### src/rtl/sdc_ram_fifo_ctrl_if.sv
// Bus bundle between the FIFO controller, its two write requesters, its reader
// and the distributed RAM it drives.
interface sdc_ram_fifo_ctrl_if #(
  parameter int RAM_WIDTH     = 72,
  parameter int RAM_ADDR_BITS = 8
);
  logic                     flush;
  logic                     wr_req_a;
  logic [RAM_WIDTH-1:0]     wr_data_a;
  logic                     wr_gnt_a;
  logic                     wr_req_b;
  logic [RAM_WIDTH-1:0]     wr_data_b;
  logic                     wr_gnt_b;
  logic                     rd_valid;
  logic [RAM_WIDTH-1:0]     rd_data;
  logic                     rd_ack;
  logic [RAM_ADDR_BITS:0]   level;
  logic                     full;
  logic                     empty;
  logic                     ovf_err;
  logic                     udf_err;
  logic                     wr_ram_enb;
  logic [RAM_ADDR_BITS-1:0] wr_ram_addr;
  logic [RAM_WIDTH-1:0]     wr_ram_data;
  logic [RAM_ADDR_BITS-1:0] rd_ram_addr;
  logic [RAM_WIDTH-1:0]     output_ram_data;

  // Controller side
  modport slave (
    input  flush, wr_req_a, wr_data_a, wr_req_b, wr_data_b, rd_ack, output_ram_data,
    output wr_gnt_a, wr_gnt_b, rd_valid, rd_data, level, full, empty, ovf_err, udf_err,
           wr_ram_enb, wr_ram_addr, wr_ram_data, rd_ram_addr
  );

  // Environment side: requesters, reader and RAM
  modport master (
    output flush, wr_req_a, wr_data_a, wr_req_b, wr_data_b, rd_ack, output_ram_data,
    input  wr_gnt_a, wr_gnt_b, rd_valid, rd_data, level, full, empty, ovf_err, udf_err,
           wr_ram_enb, wr_ram_addr, wr_ram_data, rd_ram_addr
  );
endinterface

### src/rtl/sdc_ram_fifo_ctrl.sv
// Circular FIFO controller over a dual-port distributed RAM: round-robin write
// arbitration between the SD data path (A) and the host path (B), show-ahead read.
module sdc_ram_fifo_ctrl #(
  parameter int RAM_WIDTH     = 72,
  parameter int RAM_ADDR_BITS = 8
) (
  input logic              clk,
  input logic              reset_n,
  sdc_ram_fifo_ctrl_if.slave bus
);
  localparam int LVL_W = RAM_ADDR_BITS + 1;
  localparam logic [LVL_W-1:0] DEPTH = {1'b1, {RAM_ADDR_BITS{1'b0}}};

  logic [RAM_ADDR_BITS-1:0] wr_ptr_q, wr_ptr_d;
  logic [RAM_ADDR_BITS-1:0] rd_ptr_q, rd_ptr_d;
  logic [LVL_W-1:0]         level_q, level_d;
  logic                     last_gnt_q, last_gnt_d;
  logic                     ovf_q, ovf_d;
  logic                     udf_q, udf_d;

  logic                     full_s;
  logic                     empty_s;
  logic                     gnt_a_s;
  logic                     gnt_b_s;
  logic                     wr_fire_s;
  logic                     rd_fire_s;
  logic [RAM_WIDTH-1:0]     wr_data_s;

  assign full_s    = (level_q == DEPTH);
  assign empty_s   = (level_q == {LVL_W{1'b0}});
  assign wr_fire_s = gnt_a_s | gnt_b_s;
  // A flush discards any same-cycle read; reading an empty FIFO is an error, not a pop.
  assign rd_fire_s = bus.rd_ack & ~empty_s & ~bus.flush;

  // Round-robin grant of the single RAM write port
  always_comb begin
    gnt_a_s = 1'b0;
    gnt_b_s = 1'b0;
    if (reset_n && !bus.flush && !full_s) begin
      case ({bus.wr_req_a, bus.wr_req_b})
        2'b11: begin
          if (last_gnt_q) begin
            gnt_a_s = 1'b1;
          end else begin
            gnt_b_s = 1'b1;
          end
        end
        2'b10:   gnt_a_s = 1'b1;
        2'b01:   gnt_b_s = 1'b1;
        default: begin
          gnt_a_s = 1'b0;
          gnt_b_s = 1'b0;
        end
      endcase
    end else begin
      gnt_a_s = 1'b0;
      gnt_b_s = 1'b0;
    end
  end

  // Write data mux from the granted requester
  always_comb begin
    wr_data_s = bus.wr_data_a;
    if (gnt_b_s) begin
      wr_data_s = bus.wr_data_b;
    end else begin
      wr_data_s = bus.wr_data_a;
    end
  end

  // Next-state for pointers, occupancy, arbitration history and sticky errors
  always_comb begin
    wr_ptr_d   = wr_ptr_q;
    rd_ptr_d   = rd_ptr_q;
    level_d    = level_q;
    last_gnt_d = last_gnt_q;
    ovf_d      = ovf_q;
    udf_d      = udf_q;
    if (bus.flush) begin
      wr_ptr_d = {RAM_ADDR_BITS{1'b0}};
      rd_ptr_d = {RAM_ADDR_BITS{1'b0}};
      level_d  = {LVL_W{1'b0}};
      ovf_d    = 1'b0;
      udf_d    = 1'b0;
    end else begin
      if (wr_fire_s) begin
        wr_ptr_d   = wr_ptr_q + {{(RAM_ADDR_BITS-1){1'b0}}, 1'b1};
        last_gnt_d = gnt_b_s;
      end else begin
        wr_ptr_d   = wr_ptr_q;
        last_gnt_d = last_gnt_q;
      end
      if (rd_fire_s) begin
        rd_ptr_d = rd_ptr_q + {{(RAM_ADDR_BITS-1){1'b0}}, 1'b1};
      end else begin
        rd_ptr_d = rd_ptr_q;
      end
      case ({wr_fire_s, rd_fire_s})
        2'b10:   level_d = level_q + {{(LVL_W-1){1'b0}}, 1'b1};
        2'b01:   level_d = level_q - {{(LVL_W-1){1'b0}}, 1'b1};
        default: level_d = level_q;
      endcase
      ovf_d = ovf_q | ((bus.wr_req_a | bus.wr_req_b) & full_s);
      udf_d = udf_q | (bus.rd_ack & empty_s);
    end
  end

  // State registers; last_gnt resets to B so A wins the first tie
  always_ff @(posedge clk or negedge reset_n) begin
    if (!reset_n) begin
      wr_ptr_q   <= {RAM_ADDR_BITS{1'b0}};
      rd_ptr_q   <= {RAM_ADDR_BITS{1'b0}};
      level_q    <= {LVL_W{1'b0}};
      last_gnt_q <= 1'b1;
      ovf_q      <= 1'b0;
      udf_q      <= 1'b0;
    end else begin
      wr_ptr_q   <= wr_ptr_d;
      rd_ptr_q   <= rd_ptr_d;
      level_q    <= level_d;
      last_gnt_q <= last_gnt_d;
      ovf_q      <= ovf_d;
      udf_q      <= udf_d;
    end
  end

  assign bus.wr_gnt_a    = gnt_a_s;
  assign bus.wr_gnt_b    = gnt_b_s;
  assign bus.wr_ram_enb  = wr_fire_s;
  assign bus.wr_ram_addr = wr_ptr_q;
  assign bus.wr_ram_data = wr_data_s;
  assign bus.rd_ram_addr = rd_ptr_q;
  assign bus.rd_data     = bus.output_ram_data;
  assign bus.rd_valid    = ~empty_s;
  assign bus.level       = level_q;
  assign bus.full        = full_s;
  assign bus.empty       = empty_s;
  assign bus.ovf_err     = ovf_q;
  assign bus.udf_err     = udf_q;
endmodule

### src/flat_wrapper.sv
// flat-port wrapper written by rule: the top's interface ports become plain ports
module sdc_ram_fifo_ctrl_flat 
#(
  parameter int RAM_WIDTH     = 72,
  parameter int RAM_ADDR_BITS = 8
)
  (clk, reset_n, bus_flush, bus_wr_req_a, bus_wr_data_a, bus_wr_req_b, bus_wr_data_b, bus_rd_ack, bus_output_ram_data, bus_wr_gnt_a, bus_wr_gnt_b, bus_rd_valid, bus_rd_data, bus_level, bus_full, bus_empty, bus_ovf_err, bus_udf_err, bus_wr_ram_enb, bus_wr_ram_addr, bus_wr_ram_data, bus_rd_ram_addr);
  sdc_ram_fifo_ctrl_if #(.RAM_WIDTH(RAM_WIDTH), .RAM_ADDR_BITS(RAM_ADDR_BITS)) bus_i ();
  input logic clk;
  input logic reset_n;
  input wire logic [$bits(bus_i.flush)-1:0] bus_flush;
  input wire logic [$bits(bus_i.wr_req_a)-1:0] bus_wr_req_a;
  input wire logic [$bits(bus_i.wr_data_a)-1:0] bus_wr_data_a;
  input wire logic [$bits(bus_i.wr_req_b)-1:0] bus_wr_req_b;
  input wire logic [$bits(bus_i.wr_data_b)-1:0] bus_wr_data_b;
  input wire logic [$bits(bus_i.rd_ack)-1:0] bus_rd_ack;
  input wire logic [$bits(bus_i.output_ram_data)-1:0] bus_output_ram_data;
  output wire logic [$bits(bus_i.wr_gnt_a)-1:0] bus_wr_gnt_a;
  output wire logic [$bits(bus_i.wr_gnt_b)-1:0] bus_wr_gnt_b;
  output wire logic [$bits(bus_i.rd_valid)-1:0] bus_rd_valid;
  output wire logic [$bits(bus_i.rd_data)-1:0] bus_rd_data;
  output wire logic [$bits(bus_i.level)-1:0] bus_level;
  output wire logic [$bits(bus_i.full)-1:0] bus_full;
  output wire logic [$bits(bus_i.empty)-1:0] bus_empty;
  output wire logic [$bits(bus_i.ovf_err)-1:0] bus_ovf_err;
  output wire logic [$bits(bus_i.udf_err)-1:0] bus_udf_err;
  output wire logic [$bits(bus_i.wr_ram_enb)-1:0] bus_wr_ram_enb;
  output wire logic [$bits(bus_i.wr_ram_addr)-1:0] bus_wr_ram_addr;
  output wire logic [$bits(bus_i.wr_ram_data)-1:0] bus_wr_ram_data;
  output wire logic [$bits(bus_i.rd_ram_addr)-1:0] bus_rd_ram_addr;
  assign bus_i.flush = bus_flush;
  assign bus_i.wr_req_a = bus_wr_req_a;
  assign bus_i.wr_data_a = bus_wr_data_a;
  assign bus_i.wr_req_b = bus_wr_req_b;
  assign bus_i.wr_data_b = bus_wr_data_b;
  assign bus_i.rd_ack = bus_rd_ack;
  assign bus_i.output_ram_data = bus_output_ram_data;
  assign bus_wr_gnt_a = bus_i.wr_gnt_a;
  assign bus_wr_gnt_b = bus_i.wr_gnt_b;
  assign bus_rd_valid = bus_i.rd_valid;
  assign bus_rd_data = bus_i.rd_data;
  assign bus_level = bus_i.level;
  assign bus_full = bus_i.full;
  assign bus_empty = bus_i.empty;
  assign bus_ovf_err = bus_i.ovf_err;
  assign bus_udf_err = bus_i.udf_err;
  assign bus_wr_ram_enb = bus_i.wr_ram_enb;
  assign bus_wr_ram_addr = bus_i.wr_ram_addr;
  assign bus_wr_ram_data = bus_i.wr_ram_data;
  assign bus_rd_ram_addr = bus_i.rd_ram_addr;
  sdc_ram_fifo_ctrl #(.RAM_WIDTH(RAM_WIDTH), .RAM_ADDR_BITS(RAM_ADDR_BITS)) u_core (.clk(clk), .reset_n(reset_n), .bus(bus_i));
endmodule
### config.mk
export PLATFORM = sky130hd
export DESIGN_NAME = sdc_ram_fifo_ctrl_flat
export DESIGN_NICKNAME = d
export VERILOG_FILES = /design/src/rtl/sdc_ram_fifo_ctrl_if.sv /design/src/rtl/sdc_ram_fifo_ctrl.sv /design/src/flat_wrapper.sv
export SDC_FILE = /design/constraint.sdc
export NUM_CORES = 1
export LEC_CHECK = 0
export CORE_AREA = 2 2 155 157
export CTS_BUF_LIST = sky130_fd_sc_hd__clkbuf_4 sky130_fd_sc_hd__clkbuf_8
export CTS_CLUSTER_DIAMETER = 150
export DETAILED_ROUTE_END_ITERATION = 12
export DIE_AREA = 0 0 157 159
export SETUP_SLACK_MARGIN = 0.1
export SYNTH_ARGS = -nofsm -noshare
export SYNTH_HDL_FRONTEND = slang
export SYNTH_SLANG_ARGS = --single-unit
### constraint.sdc
create_clock -name clk -period 3.5 [get_ports clk]
set_input_delay 0.7 -clock clk [delete_from_list [all_inputs] [get_ports clk]]
set_output_delay 0.7 -clock clk [all_outputs]
set_load 0.02 [all_outputs]
# Word-level counts from Yosys, hierarchy flattened
# Cells that the tools add are included.
# word_totals
word_cells,50
ff_bits,28
out_inout_bits,177
input_bits,222
# op_classes
n_eq_ne,6
n_mux,15
n_addsub,4
n_reduce_logical,9
bitwise,10
# op_table
op,count
$mux W72,1
$mux W8,4
$pmux W9 S2,1
$add A8 B1 Y8 const B,2
$add A9 B1 Y9 const B,1
$eq A9 B9 Y1 const B,1
$logic_not A9 Y1,1
$mux W9,1
$sub A9 B1 Y9 const B,1
$eq A2 B2 Y1 const B,3
$mux W1,6
$and A1 B1 Y1,4
$eq A2 B1 Y1 const B,2
$or A1 B1 Y1,4
$pmux W1 S2,2
$reduce_bool A2 Y1,2
$reduce_bool A3 Y1,1
$logic_and A1 B1 Y1,2
$logic_not A1 Y1,2
$not A1 Y1,2
$reduce_and A2 Y1,1

# Logic depth before layout (Yosys ltp)
# Gate-level depths: netlist of run 1.
# logic_depth
word_depth,8
depth_mapped,9
mapped_depth_nobuf,9

# Worst setup path before layout of run 1
# No wires, ideal clock.
# synth_path
path_kind,register to register
from,"reg u_core.level_q[0], in the netlist u_core.bus.level[0]"
to,"reg u_core.level_q[8], in the netlist u_core.bus.level[8]"
path_buffers,0
period_less_slack_ns,3.497
setup_slack_ns,0.003
path_stages_with_launch,10
required_ns,3.375
setup_time_ns,0.125
arrival_ns,3.372
cell_sequence,dfrtp_1 > or4_4 > o31ai_1 > nor3_1 > fa_1 > a211oi_1 > o211ai_1 > o21ai_0 > a211oi_1 > a2111oi_0
# synth_via
elab_chain_cells,8
word_cells_on_any_way,17
cone_classes,add/sub (2); eq/ne (3); mux (4); bitwise (4); reduce/logical (4)
# synth_lines
element,line_no,source
"start, declared",sdc_ram_fifo_ctrl.sv:16,"logic [LVL_W-1:0] level_q, level_d;"
"start signal, assigned",sdc_ram_fifo_ctrl.sv:113,level_q <= {LVL_W{1'b0}};
"start signal, assigned",sdc_ram_fifo_ctrl.sv:120,level_q <= level_d;
$eq A9 B9 Y1,sdc_ram_fifo_ctrl.sv:29,assign full_s = (level_q == DEPTH);
$logic_not A1 Y1,sdc_ram_fifo_ctrl.sv:39,if (reset_n && !bus.flush && !full_s) begin
$logic_and A1 B1 Y1,sdc_ram_fifo_ctrl.sv:39,
$mux W1,sdc_ram_fifo_ctrl.sv:39,
$or A1 B1 Y1,sdc_ram_fifo_ctrl.sv:31,assign wr_fire_s = gnt_a_s | gnt_b_s;
$eq A2 B1 Y1 or $eq A2 B2 Y1 (tied branches),sdc_ram_fifo_ctrl.sv:98,"case ({wr_fire_s, rd_fire_s})"
$pmux W9 S2,sdc_ram_fifo_ctrl.sv:98,
$mux W9,sdc_ram_fifo_ctrl.sv:79,if (bus.flush) begin
# Parallel ways exist; a longest one is shown, timed or not.
# A chain may end at the register's enable or synchronous reset.

# Worst setup path after layout of run 1
# layout_path
from,in bus_flush
to,out bus_wr_ram_data[25]
# layout_via
elab_chain_cells,5
# layout_lines
element,line_no,source
"start, declared",flat_wrapper.sv:11,input wire logic [$bits(bus_i.flush)-1:0] bus_flush;
$logic_not A1 Y1,sdc_ram_fifo_ctrl.sv:39,
$logic_and A1 B1 Y1 (2 in series),sdc_ram_fifo_ctrl.sv:39,
$mux W1,sdc_ram_fifo_ctrl.sv:39,
$mux W72,sdc_ram_fifo_ctrl.sv:64,if (gnt_b_s) begin
"end, declared",flat_wrapper.sv:29,output wire logic [$bits(bus_i.wr_ram_data)-1:0] bus_wr_ram_data;
# No other way between the ends.

==> results.json, run 1 <==
{
  "drtPass1Iterations": 4,
  "hold_end": "u_core.bus.ovf_err$_DFF_PN0_",
  "ir_worst_vdd_v": 0.0005294,
  "num_io_pins": 399,
  "whs_ns": 0.5215,
  "grt_remaining_overflow": 0,
  "drt_iter0_markers": 118,
  "place_hpwl_um": 16780,
  "crit_cells": 7,
  "syn_inst": 347,
  "slew_headroom": 0.6735,
  "viasPerCell": 3.897,
  "cts_tree": "done",
  "antenna_found_initial": 5,
  "grt_usage": 0.1458,
  "rr_worst_depth": 11,
  "drive_gt1_frac": 0.2376,
  "dpl_cell_area_um2": 5806,
  "die_h_um": 159,
  "synth_nets": 579,
  "switchingPower_uw": 1207,
  "area.growth.synth_to_final_pct": 82.81,
  "die_area_um2": 24960,
  "setup_viol": 0,
  "async_reset_ff_frac": 1.000,
  "post-route-util": 0.2536,
  "core_area_um2": 23190,
  "cts.sinks": 28,
  "r2r_slack_ns": 0.37,
  "gp_congestion": 0.8407,
  "synth_seq_cells": 28,
  "ctsLongestPathBuffers": 2,
  "rows": 56,
  "synth_seq_area_share": 0.2182,
  "crit_family": "buffers and inverters",
  "routedWlPerCell_um": 21.73,
  "vias": 3449,
  "power_frac_seq": 0.165,
  "p_int_uw": 1548,
  "crit_buf_inv": 4,
  "synth_edf_count": 0,
  "cp_max_fo": 20,
  "maxSlewViolCount": 0,
  "ant_nets": 0,
  "crit_arrival_ns": 2.61,
  "switching_share": 0.4381,
  "cap_violations": 0,
  "fin_setup_tns_ns": 0,
  "start_kind": "input port",
  "fin_nets": 797,
  "hold_class": "flop to flop",
  "avgSynthCellArea_um2": 9.270,
  "outcome": "finished, final reports clean",
  "powerDensity_nw_per_um2": 468.5,
  "crit_chain": "clkdlybuf4s50_1 -> and2b_2 -> and4_4 -> buf_12 -> buf_6 -> mux2_1 -> buf_4",
  "yosys_warnings": 0,
  "clkPwrFrac": 0.099,
  "grt_max_degree": 28,
  "fillers": 2537,
  "power_leakage_uw": 0.002414,
  "cts-buffers-inserted": 3,
  "rr_endpoint": "u_core.bus.level[8]$_DFFE_PN0P_",
  "finalCritPeriodShare": 0.9459,
  "min_path_cells": 2,
  "numPortBuffers": 254,
  "skew_ns": 0.004024,
  "wirelength_um": 19230,
  "cpMaxStageDelayCell": "clkdlybuf4s50_1",
  "slowest_delay_ns": 0.42,
  "grt_pass1_vias": 3615,
  "ctsHtreeMaxLevel": 1,
  "fmax_mhz": 302.1,
  "start_util": 0.1387,
  "r2r_start": "u_core.bus.level[1]$_DFFE_PN0P_",
  "drc": 0,
  "worst_slew_pin_slew_ns": 0.4898,
  "finalHoldViolCount": 0,
  "worstHoldStart": "u_core.bus.ovf_err$_DFF_PN0_",
  "rsz0062_at_grt": "yes",
  "clkSlewWorstSetupHoldPaths_ns": 0.11,
  "design_area_um2": 5881,
  "clk_latency_ns": 0.29,
  "syn_area_um2": 3217,
  "root_buffer": "clkbuf_8",
  "synth_cell_types": 56,
  "synth_ff_type": "dfrtp_1",
  "period_minus_slack_ns": 3.311,
  "grt_pass1_wl_um": 26100,
  "combPwrFrac": 0.735,
  "crit_type": "input port to output pin",
  "worstPathRequired_ns": 2.80,
  "cp-end-kind": "output pin",
  "die_w_um": 157
}
metal layers:
| metal | wire [µm] | vias up | global-route usage |
|---|---|---|---|
| li1 | - | 1607 | - |
| met1 | 7777 | 1596 | 0.1720 |
| met2 | 8624 | 227 | 0.2392 |
| met3 | 2688 | 15 | 0.08138 |
| met4 | 114 | 4 | 0.01418 |
| met5 | 23 | - | 0 |
how the worst max path moves through the flow:
stage	from	endpoint
detailed placement	reset_n	bus_wr_ram_data[16]
global route	bus_flush	bus_wr_ram_data[25]
global placement	reset_n	bus_wr_ram_data[16]
finish	bus_flush	bus_wr_ram_data[25]
CTS	bus_flush	bus_wr_ram_data[34]
floorplan	u_core.bus.level[0]$_DFFE_PN0P_	u_core.bus.level[8]$_DFFE_PN0P_
synthesized netlist by cell type, drive strengths merged (6+ instances only):
master  instances  area (µm²)
nor3            6       30.03
o21ai          15       75.07
ha              9       112.6
nand2          15       56.30
xor2            6       52.55
a21oi           9       48.80
xnor2           8       70.07
dfrtp          27       675.7
inv             7       28.78
buf            81       591.8
mux2           73       822.0
nor2           27       101.4
stage by stage:
stage | std cells | setup WS [ns] | power, µW
floorplan | 347 | 0.2340 | 1601
global placement | 876 | -0.1791 | 2454
detailed placement | 876 | -0.1829 | 2454
CTS | 883 | 0.1135 | 2760
global route | 883 | 0.09416 | 2951
finish | 885 | 0.1895 | 2755
tightest hold or removal path, delay by kind of cell, from the launching register on:
family          cells  cell delay [ns]
flops               1             0.37
simple gates        1             0.08
compound gates      1             0.04
cell usage in the layout (no fill, tap or decap), types with 4 or more instances in the layout:
master           instances
buf_4                   64
mux2_1                  32
inv_1                    6
o21ai_0                 13
dlygate4sd2_1           47
nand3_1                  4
a21oi_1                  8
nor3_1                   6
mux2_2                  41
nor2_1                  26
clkdlybuf4s50_1        180
xnor2_1                  8
ha_1                     9
xor2_1                   6
nand2_1                 15
dfrtp_1                 27
power by group through the flow:
stage / registers, µW / clock network [µW] / logic, µW
3_5_place_dp: 460 / 0 / 1990
6_report: 455 / 274 / 2030
5_1_grt: 465 / 296 / 2190
2_1_floorplan: 532 / 0 / 1070
4_1_cts: 453 / 284 / 2020
3_3_place_gp: 460 / 0 / 1990
cells by family after synthesis:
| logic type | synth area share |
|---|---|
| and+or+nand+nor | 0.1167 |
| xor gates and xnor gates | 0.03812 |
| buffers and inverters | 0.2050 |
| adders and majority gates | 0.04123 |
| AOI/OAI and AO/OA | 0.1159 |
| DFF | 0.2182 |
| muxes | 0.2649 |
sequential cells by signal, summed over array words and instances (netlist names):
register                count
u_core.bus.level            9
u_core.bus.ovf_err          1
u_core.bus.rd_ram_addr      8
u_core.bus.udf_err          1
u_core.bus.wr_ram_addr      8
u_core.last_gnt_q           1
repair_timing:
action | CTS | global route
endpoints found under the setup margin | 63 | 16
hold endpoints to repair | 0 | 0
hold buffers | 0 | 0
resized for setup | 57 | 8
pin swaps | 3 | 1
setup buffers | 3 | 0
final cells by class:
type	instances	area, µm²	area share
repair buffers	299	2789	0.4743
multi-input cells	226	1886	0.3206
flip-flops and latches	28	701.9	0.1194
well taps	319	399.1	0.06787
clock buffers	3	41.29	0.007021
clock inverters	1	30.03	0.005106
inverters	7	28.78	0.004894
diodes	2	5.005	0.0008511
Note: power is estimated with default switching activity, not from simulation.
==> run 2, diff against run 1 <==
--- a/config.mk
+++ b/config.mk
@@ -6,7 +6,7 @@
 export NUM_CORES = 1
 export LEC_CHECK = 0
 export CORE_AREA = 2 2 155 157
-export CTS_BUF_LIST = sky130_fd_sc_hd__clkbuf_4 sky130_fd_sc_hd__clkbuf_8
+export CTS_BUF_LIST = sky130_fd_sc_hd__clkbuf_8
 export CTS_CLUSTER_DIAMETER = 150
 export DETAILED_ROUTE_END_ITERATION = 12
 export DIE_AREA = 0 0 157 159
==> results of run 2 <==
Same layout as run 1: the final DEF is identical, and so are final timing and power.
